`config.mk`:
```
export PLATFORM = sky130hd
export DESIGN_NAME = vector_reduce_unit
export DESIGN_NICKNAME = d
export VERILOG_FILES = /design/src/rtl/vector_reduce_unit.sv
export SDC_FILE = /design/constraint.sdc
export NUM_CORES = 1
export LEC_CHECK = 0
export BUFFER_PORTS_ARGS = -buffer_cell sky130_fd_sc_hd__buf_4
export CORE_MARGIN = 2
export CORE_UTILIZATION = 52
export CTS_BUF_LIST = sky130_fd_sc_hd__clkbuf_4 sky130_fd_sc_hd__clkbuf_8
export CTS_CLUSTER_SIZE = 24
export DETAILED_ROUTE_END_ITERATION = 7
export PLACE_DENSITY = 0.79
export SLEW_MARGIN = 20
export SYNTH_ARGS = -nofsm -noshare
export SYNTH_HDL_FRONTEND = slang
export SYNTH_SLANG_ARGS = --single-unit
export TNS_END_PERCENT = 20
```
`constraint.sdc`:
```
create_clock -name clk -period 9.4 [get_ports clk]
set_input_delay 1.88 -clock clk [delete_from_list [all_inputs] [get_ports clk]]
set_output_delay 1.88 -clock clk [all_outputs]
set_load 0.005 [all_outputs]
```
`src/rtl/vector_reduce_unit.sv`:
```
// Purpose: serially folds an 8-lane vector into one scalar (SUM / MAXU / MINU / XOR) plus a saturated 8-bit copy.
// Latency: done_valid is high from the LANES-th rising edge, counting the accept edge as the first; one request per LANES+1 cycles.
// Backpressure: start_ready only in IDLE; the result is held in DONE until done_ready, and no request is queued meanwhile.
module vector_reduce_unit #(
   parameter int N     = 32,
   parameter int LANES = 8
) (
   input  logic                      clk,
   input  logic                      rst_n,
   input  logic                      start_valid,
   output logic                      start_ready,
   input  logic [LANES-1:0][N-1:0]   vec,
   input  logic [1:0]                op,
   output logic [N-1:0]              result,
   output logic [7:0]                result_imm,
   output logic                      sat,
   output logic                      done_valid,
   input  logic                      done_ready,
   output logic                      busy
);

   localparam int IW = (LANES > 1) ? $clog2(LANES) : 1;
   localparam logic [IW-1:0] LAST_IDX = IW'(LANES - 1);

   typedef enum logic [1:0] {S_IDLE, S_RUN, S_DONE} state_t;

   state_t                    state, next_state;
   logic [LANES-1:0][N-1:0]   vbuf;
   logic [1:0]                op_q;
   logic [N-1:0]              acc;
   logic [N-1:0]              fold;
   logic [IW-1:0]             idx;
   logic                      accept;

   assign accept = (state == S_IDLE) && start_valid;

   // State register; reset discards any in-flight reduction.
   always_ff @(posedge clk) begin
      if (!rst_n) state <= S_IDLE;
      else        state <= next_state;
   end

   // Next-state: single-lane vectors skip RUN entirely.
   always_comb begin
      next_state = state;
      case (state)
         S_IDLE: if (start_valid) next_state = (LANES == 1) ? S_DONE : S_RUN;
         S_RUN:  if (idx == LAST_IDX) next_state = S_DONE;
         S_DONE: if (done_ready) next_state = S_IDLE;
         default: next_state = S_IDLE;
      endcase
   end

   // Fold the current buffered lane into the accumulator; ties keep acc.
   always_comb begin
      fold = acc;
      case (op_q)
         2'b00: fold = acc + vbuf[idx];
         2'b01: fold = (vbuf[idx] > acc) ? vbuf[idx] : acc;
         2'b10: fold = (vbuf[idx] < acc) ? vbuf[idx] : acc;
         default: fold = acc ^ vbuf[idx];
      endcase
   end

   // Datapath: snapshot the request on accept so later input changes are harmless.
   always_ff @(posedge clk) begin
      if (!rst_n) begin
         acc  <= '0;
         idx  <= '0;
         op_q <= 2'b00;
      end else if (accept) begin
         vbuf <= vec;
         op_q <= op;
         acc  <= vec[0];
         idx  <= IW'(1);
      end else if (state == S_RUN) begin
         acc  <= fold;
         idx  <= idx + 1'b1;
      end
   end

   // Outputs: everything result-related is gated to zero outside DONE.
   always_comb begin
      start_ready = (state == S_IDLE);
      busy        = (state != S_IDLE);
      done_valid  = 1'b0;
      result      = '0;
      sat         = 1'b0;
      result_imm  = 8'h00;
      if (state == S_DONE) begin
         done_valid = 1'b1;
         result     = acc;
         sat        = (acc > N'(255));
         result_imm = sat ? 8'hFF : acc[7:0];
      end
   end

endmodule

```
==> flow_metrics.py, run 1 <==
metrics = {
    "finish": {
        "fin_nets": 1755,
        "drive_above_1_share_pct": 36.07,
        "diodes": 0,
        "layoutNonFillerInstCount": 1839,
        "syn_to_final_growth_pct": 25.05,
    },
    "die": {
        "std_cell_rows": 61,
        "ios": 306,
        "die_h_um": 172.7,
        "core_um2": 27930,
        "initial_core_util_pct": 53.01,
        "die_area_um2": 29840,
        "dieWidth_um": 172.7,
    },
    "outcome": {
        "status": "completed",
    },
    "route": {
        "drc_errors": 0,
        "wirelength_um": 41070,
        "drt-pass1-iter-count": 5,
        "vias": 10830,
        "viasPerCell": 5.890,
        "post_drt_wl_per_cell_um": 22.33,
        "ant_nets": 0,
        "drtIter0Drc": 1009,
    },
    "sta": {
        "relSlewSlack_pct": 31.85,
        "post-route-period-util_pct": 61.96,
        "hold_violations": 0,
        "worst_pin_slew_ps": 1022,
        "slew_violations": 0,
        "setup_violations": 0,
        "fin_crit_ps": 5824,
        "max_freq_mhz": 171.7,
        "skew_ps": 36.47,
        "rsz0062_at_grt": "false",
        "fin_tns_setup_ps": 0,
    },
    "critical_path": {
        "cp_num_buf_inv": 2,
        "slowest_delay_ps": 780,
        "cp_max_fo": 34,
        "cp-start-kind": "register",
        "rr_startpoint": "idx[0]",
        "critPathRequiredTime_ps": 9860,
        "worstSetupPathDepth": 14,
        "reg2reg_depth": 14,
        "critPathCaptureType": "register",
        "reg2reg_to": "acc[22]",
        "critPathSlowestCell": "dfxtp_4",
        "path_delay_family": "simple AND/OR/NAND/NOR gates",
        "worstPathArrival_ps": 6280,
        "path_class": "register to register",
        "r2r_slack_ps": 3580,
        "crit_chain": "buf_4 > mux4_2 > mux2_2 > ha_1 > nand4_1 > nor4_1 > o21ai_0 > a31oi_1 > nor2_1 > mux2_4 > nor2_4 > buf_4 > nor2_1 > o311ai_1",
    },
    "synth": {
        "syn_avg_cell_area_um2": 13.34,
        "yosys_warnings": 0,
        "syn_inst": 1110,
        "synth_top_family_by_area": "multiplexers",
        "synth_area_leader_cell": "edfxtp_1",
        "synth_xor_area_share_pct": 0,
        "synth-seq-area-share_pct": 57.19,
        "yosys.area_share.simple_pct": 8.636,
        "yosys_most_used_dff": "edfxtp_1",
        "synthTopCellsByCount": "edfxtp_1, nor2_1, ha_1, nand2_1, inv_1",
        "synth_area_um2": 14810,
        "synth_top_area_share_pct": 51.92,
        "synth-compound-area-share_pct": 10.92,
        "synth_edf_count": 256,
        "synth-seq-cells": 295,
        "synthMuxAreaShare_pct": 13.55,
        "synth_fa_ha_area_share_pct": 6.135,
        "synth_nets": 1444,
        "post-synth-top-count-cell": "edfxtp_1",
        "ys_async_sr_fraction_pct": 0,
        "synth.area.top_cells": "edfxtp_1, mux4_2, ha_1",
        "ys_types": 77,
    },
    "min_path": {
        "min_from": "op_q[1]",
        "hp-class": "register to register",
        "min_to": "op_q[1]",
        "hold_path_depth": 2,
    },
    "clock_tree": {
        "clockBufferDepth": 3,
        "cts_setup_buffers": 0,
        "cts_resized": 0,
        "cts_inserted_buffers": 50,
        "insertion_delay_ps": 590,
        "cts_hold_buf": 0,
        "clk_pin_slew_ps": 70,
        "tritoncts": "done",
        "cts-root-buf": "clkbuf_8",
        "h-tree-depth": 2,
        "cts_sinks": 295,
    },
    "global_route": {
        "grt_pass1_vias": 11120,
        "overflow": 0,
        "grt_pass1_wl_um": 62950,
        "grt_usage_pct": 27.18,
        "antenna_found_initial": 0,
        "grt_start_max_net_pins": 88,
    },
    "pwr": {
        "power_density_nw_per_um2": 187.4,
        "p_sw_uw": 938.0,
        "p_leak_uw": 0.007086,
        "intPower_uw": 2532,
        "clockPowerShare_pct": 36.0,
        "ir_drop_uv": 158.5,
        "p_sw_share_pct": 27.03,
        "power_frac_comb_pct": 19.7,
        "sequentialPowerShare_pct": 44.4,
    },
    "placed_design": {
        "io_buffers": 305,
        "dp.final_hpwl_um": 29630,
        "place.gp.congestion": 0.9611,
        "placed_cells": 1747,
    },
    "run": {
        "drv_cap": 0,
    },
}
-- flip-flops by register name, indices dropped and copies added, names as in the netlist --
name / count
vbuf: 256
acc: 32
idx: 3
op_q: 2
state: 2
-- metrics by stage --
step	hold WS [ps]	area (um2)	setup slack [ps]	util (%)	total power [uW]
floorplan	469.2	14810	3142	-	2003
global route	542.0	18520	3228	66.29	3618
global placement	490.2	17420	3841	62.38	2225
CTS	508.0	18520	3625	66.29	3483
finish	519.9	18520	3576	66.29	3470
detailed placement	498.4	17420	3637	62.38	2236
-- power by group through the flow --
stage / Clock (uW) / Combinational, uW / Sequential [uW]
final: 1250 / 682 / 1540
after detailed placement: 0 / 669 / 1570
after global placement: 0 / 662 / 1560
after global routing: 1330 / 742 / 1550
after floorplan: 0 / 455 / 1550
after CTS: 1270 / 672 / 1540
-- cells by family after synthesis --
| kind of cell | Yosys count |
|---|---|
| flip-flops | 295 |
| buffers and inverters | 126 |
| multiplexers | 116 |
| AND/OR/NAND/NOR | 261 |
| adder cells (fa/ha/maj) | 72 |
| AO/OA/AOI/OAI | 240 |
-- worst max-delay path by stage --
stage           start  endpoint  slack (ps)
2_1_floorplan   rst_n   vbuf[0]        3140
3_3_place_gp   idx[0]    acc[4]        3840
3_5_place_dp   idx[0]   acc[22]        3640
4_1_cts        idx[0]   acc[22]        3620
5_1_grt        idx[0]   acc[22]        3230
6_report       idx[0]   acc[22]        3580
-- area by class of cell --
type,instances,area [um2]
clock inverter,20,220.2
tap,378,473.0
inverter,65,244.0
fill,2091,9418
clock buffer,72,872.1
multi-input combinational,689,5828
sequential,295,8477
timing repair buffer,320,2402
-- tightest hold or removal path: stages (launching register included) --
cell and delay [ps]:
dfxtp_1 350, nand2_1 70, a21oi_1 60
-- placed cells by master, fill, tap and decap left out, drive strengths merged, types with 4 or more instances in the layout --
cell type / n
clkinv: 14
a211oi: 6
nand2b: 9
nor2b: 12
o211ai: 11
or3: 4
ha: 71
a32oi: 7
dfxtp: 39
buf: 320
nand2: 66
bufinv: 5
o21ai: 53
nor2: 80
clkbuf: 72
o31ai: 8
a221oi: 8
mux4: 64
and2: 5
o21bai: 9
and3: 9
o21a: 7
or4: 6
nand4: 14
nand3: 13
o22ai: 14
mux2i: 19
nor4: 15
a21oi: 61
edfxtp: 256
a31oi: 14
nor3: 17
inv: 65
mux2: 33
-- per-layer routing --
layer / vias to the layer above / track usage, % / part of all wire [%]
met3: 71 / 5.717 / 8.4
met4: 0 / 8.157 / 2.4
li1: 4948 / - / -
met1: 5288 / 36.05 / 40
met2: 524 / 45.43 / 49
met5: - / 0 / 0
No activity file was read; power rests on OpenSTA's default activity.
==> run 2, diff against run 1 <==
Clock period 9.4 ns to 5.05 ns, I/O delays scaled along.
==> flow_metrics.py, run 2 (same netlist as run 1, synthesis figures left out) <==
metrics = {
    "sta": {
        "skew_ps": 20.37,
        "hold_violations": 0,
        "max_freq_mhz": 217.0,
        "slew_violations": 0,
        "fin_crit_ps": 4608,
        "setup_violations": 0,
        "relSlewSlack_pct": 37.17,
        "post-route-period-util_pct": 91.24,
        "fin_tns_setup_ps": 0,
        "rsz0062_at_grt": "false",
        "fin_ws_ps": 442.2,
        "worst_pin_slew_ps": 942.5,
    },
    "critical_path": {
        "cp_max_fo": 28,
        "path_class": "register to register",
        "critPathSlowestCell": "o32ai_2",
        "critPathRequiredTime_ps": 5550,
        "crit_chain": "buf_12 > mux4_2 > mux2_2 > ha_1 > nor3b_1 > o31ai_1 > a2111oi_2 > o32ai_2 > o21ai_2 > a221oi_2 > o21a_1 > nand3b_1 > a31oi_1",
        "slowest_delay_ps": 580,
        "critPathCaptureType": "register",
        "path_delay_family": "compound AO/OA/AOI/OAI gates",
        "worstPathArrival_ps": 5110,
        "cp-start-kind": "register",
        "cp_num_buf_inv": 1,
    },
    "route": {
        "drc_errors": 0,
        "wirelength_um": 41640,
        "drt-pass1-iter-count": 7,
        "ant_nets": 0,
        "vias": 11030,
        "post_drt_wl_per_cell_um": 22.48,
        "drtIter0Drc": 1112,
        "viasPerCell": 5.956,
    },
    "clock_tree": {
        "clk_pin_slew_ps": 60,
        "clockBufferDepth": 3,
        "cts_resized": 0,
        "cts_sinks": 295,
        "cts_inserted_buffers": 50,
        "cts-root-buf": "clkbuf_8",
        "cts_setup_buffers": 0,
        "tritoncts": "done",
        "insertion_delay_ps": 580,
        "h-tree-depth": 2,
        "cts_hold_buf": 0,
    },
    "finish": {
        "final_cell_mix": "buf_4, edfxtp_1, nor2_1",
        "largest_reg_flops": 256,
        "diodes": 0,
        "drive_above_1_share_pct": 36.57,
        "syn_to_final_growth_pct": 25.80,
        "layout_commonest_cell": "buf_4",
        "reg_top3": "vbuf x256, acc x32, idx x3",
        "regMostFlops": "vbuf",
        "fin_nets": 1768,
    },
    "pwr": {
        "clockPowerShare_pct": 34.4,
        "p_sw_share_pct": 27.84,
        "intPower_uw": 4588,
        "p_sw_uw": 1770,
        "ir_drop_uv": 223.6,
        "power_frac_comb_pct": 20.7,
        "power_density_nw_per_um2": 341.3,
        "p_leak_uw": 0.007145,
        "sequentialPowerShare_pct": 44.8,
    },
    "min_path": {
        "hp-class": "register to register",
    },
    "global_route": {
        "overflow": 0,
        "grt_pass1_wl_um": 63930,
        "antenna_found_initial": 0,
        "grt_start_max_net_pins": 86,
        "grt_pass1_vias": 11330,
        "grt_usage_pct": 27.72,
    },
    "die": {
        "die_area_um2": 29840,
        "dieWidth_um": 172.7,
        "core_um2": 27930,
        "std_cell_rows": 61,
        "ios": 306,
        "die_h_um": 172.7,
        "initial_core_util_pct": 53.01,
    },
    "run": {
        "drv_cap": 0,
    },
    "placed_design": {
        "dp.final_hpwl_um": 30250,
        "place.gp.congestion": 1.012,
        "place_ws_ps": 485.3,
        "io_buffers": 305,
    },
    "outcome": {
        "status": "completed",
    },
}
run 2: cell types whose count changed in the layout (fill, tap and decap cells not counted), moves of 3 or more:
cell       before  now
bufinv_16       5    2
buf_4         320  327
buf_12          0    6
clkbuf_4       19   16
run 2: metrics by stage:
step           hold slack (ps)  total power, uW  utilization (%)  instances  area, um2
2_1_floorplan            469.2             3720                -       1110      14810
3_3_place_gp             490.1             4178            62.99       1760      17600
3_5_place_dp             500.0             4194            62.99       1760      17600
4_1_cts                  529.4             6383            66.68       1852      18630
5_1_grt                  566.4             6637            66.68       1852      18630
6_report                 536.5             6357            66.68       1852      18630
run 2: layer usage:
metal	vias up	track usage (%)	part of all wire, %
met3	107	5.409	7.8
met2	540	46.40	49
li1	4967	-	-
met5	-	0	0
met1	5417	36.78	40
met4	0	8.828	3.1
run 2: layout make-up:
type	instances	area [um2]
Fill cell	2118	9308
Sequential cell	295	8477
Multi-Input combinational cell	689	5828
Timing Repair Buffer	333	2575
Clock buffer	71	877.1
Tap cell	378	473.0
Inverter	65	244.0
Clock inverter	21	152.6
run 2: path summary, 6_finish.rpt:
path              to  slack (ps)  cells past startpoint  startpoint
max reg2reg  acc[31]         440                     13      idx[0]
max          acc[31]         440                     13      idx[0]
min reg2reg  op_q[0]         540                      2     op_q[0]
min          op_q[0]         540                      2     op_q[0]
run 2: power groups by stage:
stage | logic [uW] | registers (uW) | clock network [uW]
6_report | 1320 | 2850 | 2190
5_1_grt | 1430 | 2860 | 2350
4_1_cts | 1300 | 2850 | 2230
3_5_place_dp | 1300 | 2900 | 0
3_3_place_gp | 1290 | 2890 | 0
2_1_floorplan | 846 | 2870 | 0
run 2: worst min-delay path, cell delays in order, from the launching register on:
cell	delay, ps
dfxtp_1	340
nand2_1	80
a21oi_1	70
==> run 3, diff against run 2 <==
Settings changed: ABC_AREA set to 1.
==> flow_metrics.py, run 3 <==
metrics = {
    "pwr": {
        "total_power_uw": 6745,
        "power_density_nw_per_um2": 350.0,
        "p_sw_share_pct": 32.93,
        "intPower_uw": 4523,
        "p_leak_uw": 0.008284,
        "ir_drop_uv": 243.7,
        "p_sw_uw": 2221,
        "clockPowerShare_pct": 30.5,
        "sequentialPowerShare_pct": 42.7,
        "power_frac_comb_pct": 26.8,
    },
    "clock_tree": {
        "cts_setup_buffers": 0,
        "cts_sinks": 295,
        "cts_resized": 0,
        "cts-root-buf": "clkbuf_8",
        "clk_pin_slew_ps": 60,
        "clockBufferDepth": 3,
        "tritoncts": "done",
        "h-tree-depth": 2,
        "cts_hold_buf": 0,
        "cts_inserted_buffers": 47,
        "insertion_delay_ps": 570,
    },
    "min_path": {
        "hp-class": "register to register",
    },
    "route": {
        "viasPerCell": 5.695,
        "post_drt_wl_per_cell_um": 20.32,
        "wirelength_um": 50980,
        "ant_nets": 0,
        "drtIter0Drc": 1447,
        "drc_errors": 0,
        "drt-pass1-iter-count": 6,
        "vias": 14280,
    },
    "die": {
        "std_cell_rows": 63,
        "ios": 306,
        "die_area_um2": 31500,
        "core_um2": 29640,
        "initial_core_util_pct": 52.79,
        "dieWidth_um": 177.5,
        "die_h_um": 177.5,
    },
    "global_route": {
        "grt_pass1_wl_um": 76440,
        "grt_pass1_vias": 13570,
        "overflow": 0,
        "grt_usage_pct": 32.05,
        "grt_start_max_net_pins": 131,
        "antenna_found_initial": 0,
    },
    "synth": {
        "synth-seq-area-share_pct": 54.12,
        "synth_area_um2": 15650,
        "synth.area.top_cells": "edfxtp_1, nand2_1, nor2_1",
        "synthTopCellsByCount": "nand2_1, nor2_1, edfxtp_1, o21ai_0, inv_1",
        "ys_types": 43,
        "synth_edf_count": 256,
        "ys_async_sr_fraction_pct": 0,
        "synth-seq-cells": 295,
        "synth_top_area_share_pct": 49.13,
        "post-synth-top-count-cell": "nand2_1",
        "yosys_most_used_dff": "edfxtp_1",
        "yosys_warnings": 0,
        "synth_nets": 2110,
        "synth_area_leader_cell": "edfxtp_1",
        "syn_inst": 1776,
        "syn_avg_cell_area_um2": 8.811,
    },
    "critical_path": {
        "reg2reg_to": "acc[17]",
        "crit_chain": "inv_4 > buf_12 > nor2_1 > o22ai_1 > nor2_1 > a31oi_1 > ha_1 > nand2_1 > nor3_1 > nand2_1 > nand2_1 > nand2_1 > nand2_1 > nand2_1 > nand2_1 > a21oi_1 > nand2_4 > inv_2 > o21ai_0 > nor2_1",
        "rr_startpoint": "idx[0]",
        "cp-start-kind": "register",
        "crit_end": "acc[17]",
        "path_delay_family": "simple AND/OR/NAND/NOR gates",
        "setup.worst_path.start": "idx[0]",
        "worst_path_most_repeated_cell": "nand2_1",
        "critPathRequiredTime_ps": 5480,
        "critPathCaptureType": "register",
        "cp_max_fo": 57,
        "path_class": "register to register",
        "worstSetupPathDepth": 20,
        "critPathSlowestCell": "nand2_4",
        "cp_num_buf_inv": 3,
        "reg2reg_depth": 20,
        "worstPathArrival_ps": 4870,
        "slowest_delay_ps": 460,
        "r2r_slack_ps": 610,
    },
    "placed_design": {
        "dp.final_hpwl_um": 38190,
        "placed_cells": 2422,
        "place.gp.congestion": 1.026,
        "io_buffers": 305,
    },
    "sta": {
        "hold_violations": 0,
        "post-route-period-util_pct": 87.95,
        "worst_pin_slew_ps": 913.8,
        "max_freq_mhz": 225.1,
        "fin_tns_setup_ps": 0,
        "rsz0062_at_grt": "false",
        "slew_violations": 0,
        "skew_ps": 37.06,
        "setup_violations": 0,
        "fin_crit_ps": 4442,
        "relSlewSlack_pct": 39.01,
    },
    "finish": {
        "fin_nets": 2415,
        "seq_area_um2": 8473,
        "reg_top3": "vbuf x256, acc x32, idx x3",
        "final_util_pct": 65.02,
        "syn_to_final_growth_pct": 23.16,
        "drive_above_1_share_pct": 20.55,
        "final_cell_mix": "nand2_1, buf_4, nor2_1",
        "regMostFlops": "vbuf",
        "layoutNonFillerInstCount": 2508,
        "layout_commonest_cell": "nand2_1",
        "multi_input_area_um2": 6190,
        "largest_reg_flops": 256,
        "fillers": 2398,
    },
    "run": {
        "drv_cap": 0,
    },
    "outcome": {
        "status": "completed",
    },
}
run 3: layout make-up:
class / instances / share of cell area, %
Multi-Input combinational cell: 1233 / 32.12
Inverter: 171 / 3.344
Timing Repair Buffer: 333 / 13.17
Clock buffer: 61 / 3.967
Antenna cell: 1 / 0.01299
Sequential cell: 295 / 43.97
Tap cell: 390 / 2.532
Clock inverter: 24 / 0.8895
run 3: per-stage QoR:
step / setup slack (ps) / hold WS, ps / instance area, um2
global route: 155.2 / 513.9 / 19270
finish: 608.4 / 497.9 / 19270
floorplan: -417.5 / 456.8 / 15680
CTS: 693.0 / 493.5 / 19270
detailed placement: 701.7 / 484.0 / 18330
global placement: 766.4 / 475.9 / 18330
run 3: worst min path at each step:
stage | from | cells past startpoint | endpoint | slack, ps
finish | acc[28] | 2 | acc[28] | 500
global route | acc[28] | 2 | acc[28] | 510
CTS | acc[28] | 2 | acc[28] | 490
floorplan | acc[31] | 2 | acc[31] | 460
global placement | acc[28] | 2 | acc[28] | 480
detailed placement | acc[28] | 2 | acc[28] | 480
run 3: per-layer routing:
layer  vias to the layer above  global-route usage, %  wire length, um
li1                       6640                      -                -
met1                      6729                  44.03            20660
met2                       800                  52.23            24220
met3                       114                  4.927             4443
met4                         0                  10.55             1651
met5                         -                      0                0
run 3: power groups by stage:
stage          Sequential, uW  Combinational [uW]  Clock [uW]
4_1_cts                  2880                1770        2080
3_3_place_gp             2930                1740           0
5_1_grt                  2890                1990        2180
2_1_floorplan            2910                1160           0
6_report                 2880                1810        2050
3_5_place_dp             2930                1760           0
run 3: logic make-up (layout without fill, tap and decap cells):
kind of cell	count (synthesis)	in the layout	share of synthesized area (%)
and+or+nand+nor	789	789	20.39
AOI/OAI and AO/OA	370	370	13.07
DFF	295	295	54.12
buffers and inverters	248	589	6.493
adders and majority gates	72	72	5.805
xor gates and xnor gates	1	1	0.05598
muxes	1	1	0.06397
other	0	1	0
run 3: worst reg2reg max path, stage by stage, from the launching register on:
cell	delay (ps)
dfxtp_4	360
inv_4	400
buf_12	280
nor2_1	70
o22ai_1	370
nor2_1	90
a31oi_1	300
ha_1	300
nand2_1	100
nor3_1	370
nand2_1	100
nand2_1	120
nand2_1	70
nand2_1	60
nand2_1	40
nand2_1	80
a21oi_1	100
nand2_4	460
inv_2	330
o21ai_0	260
nor2_1	70
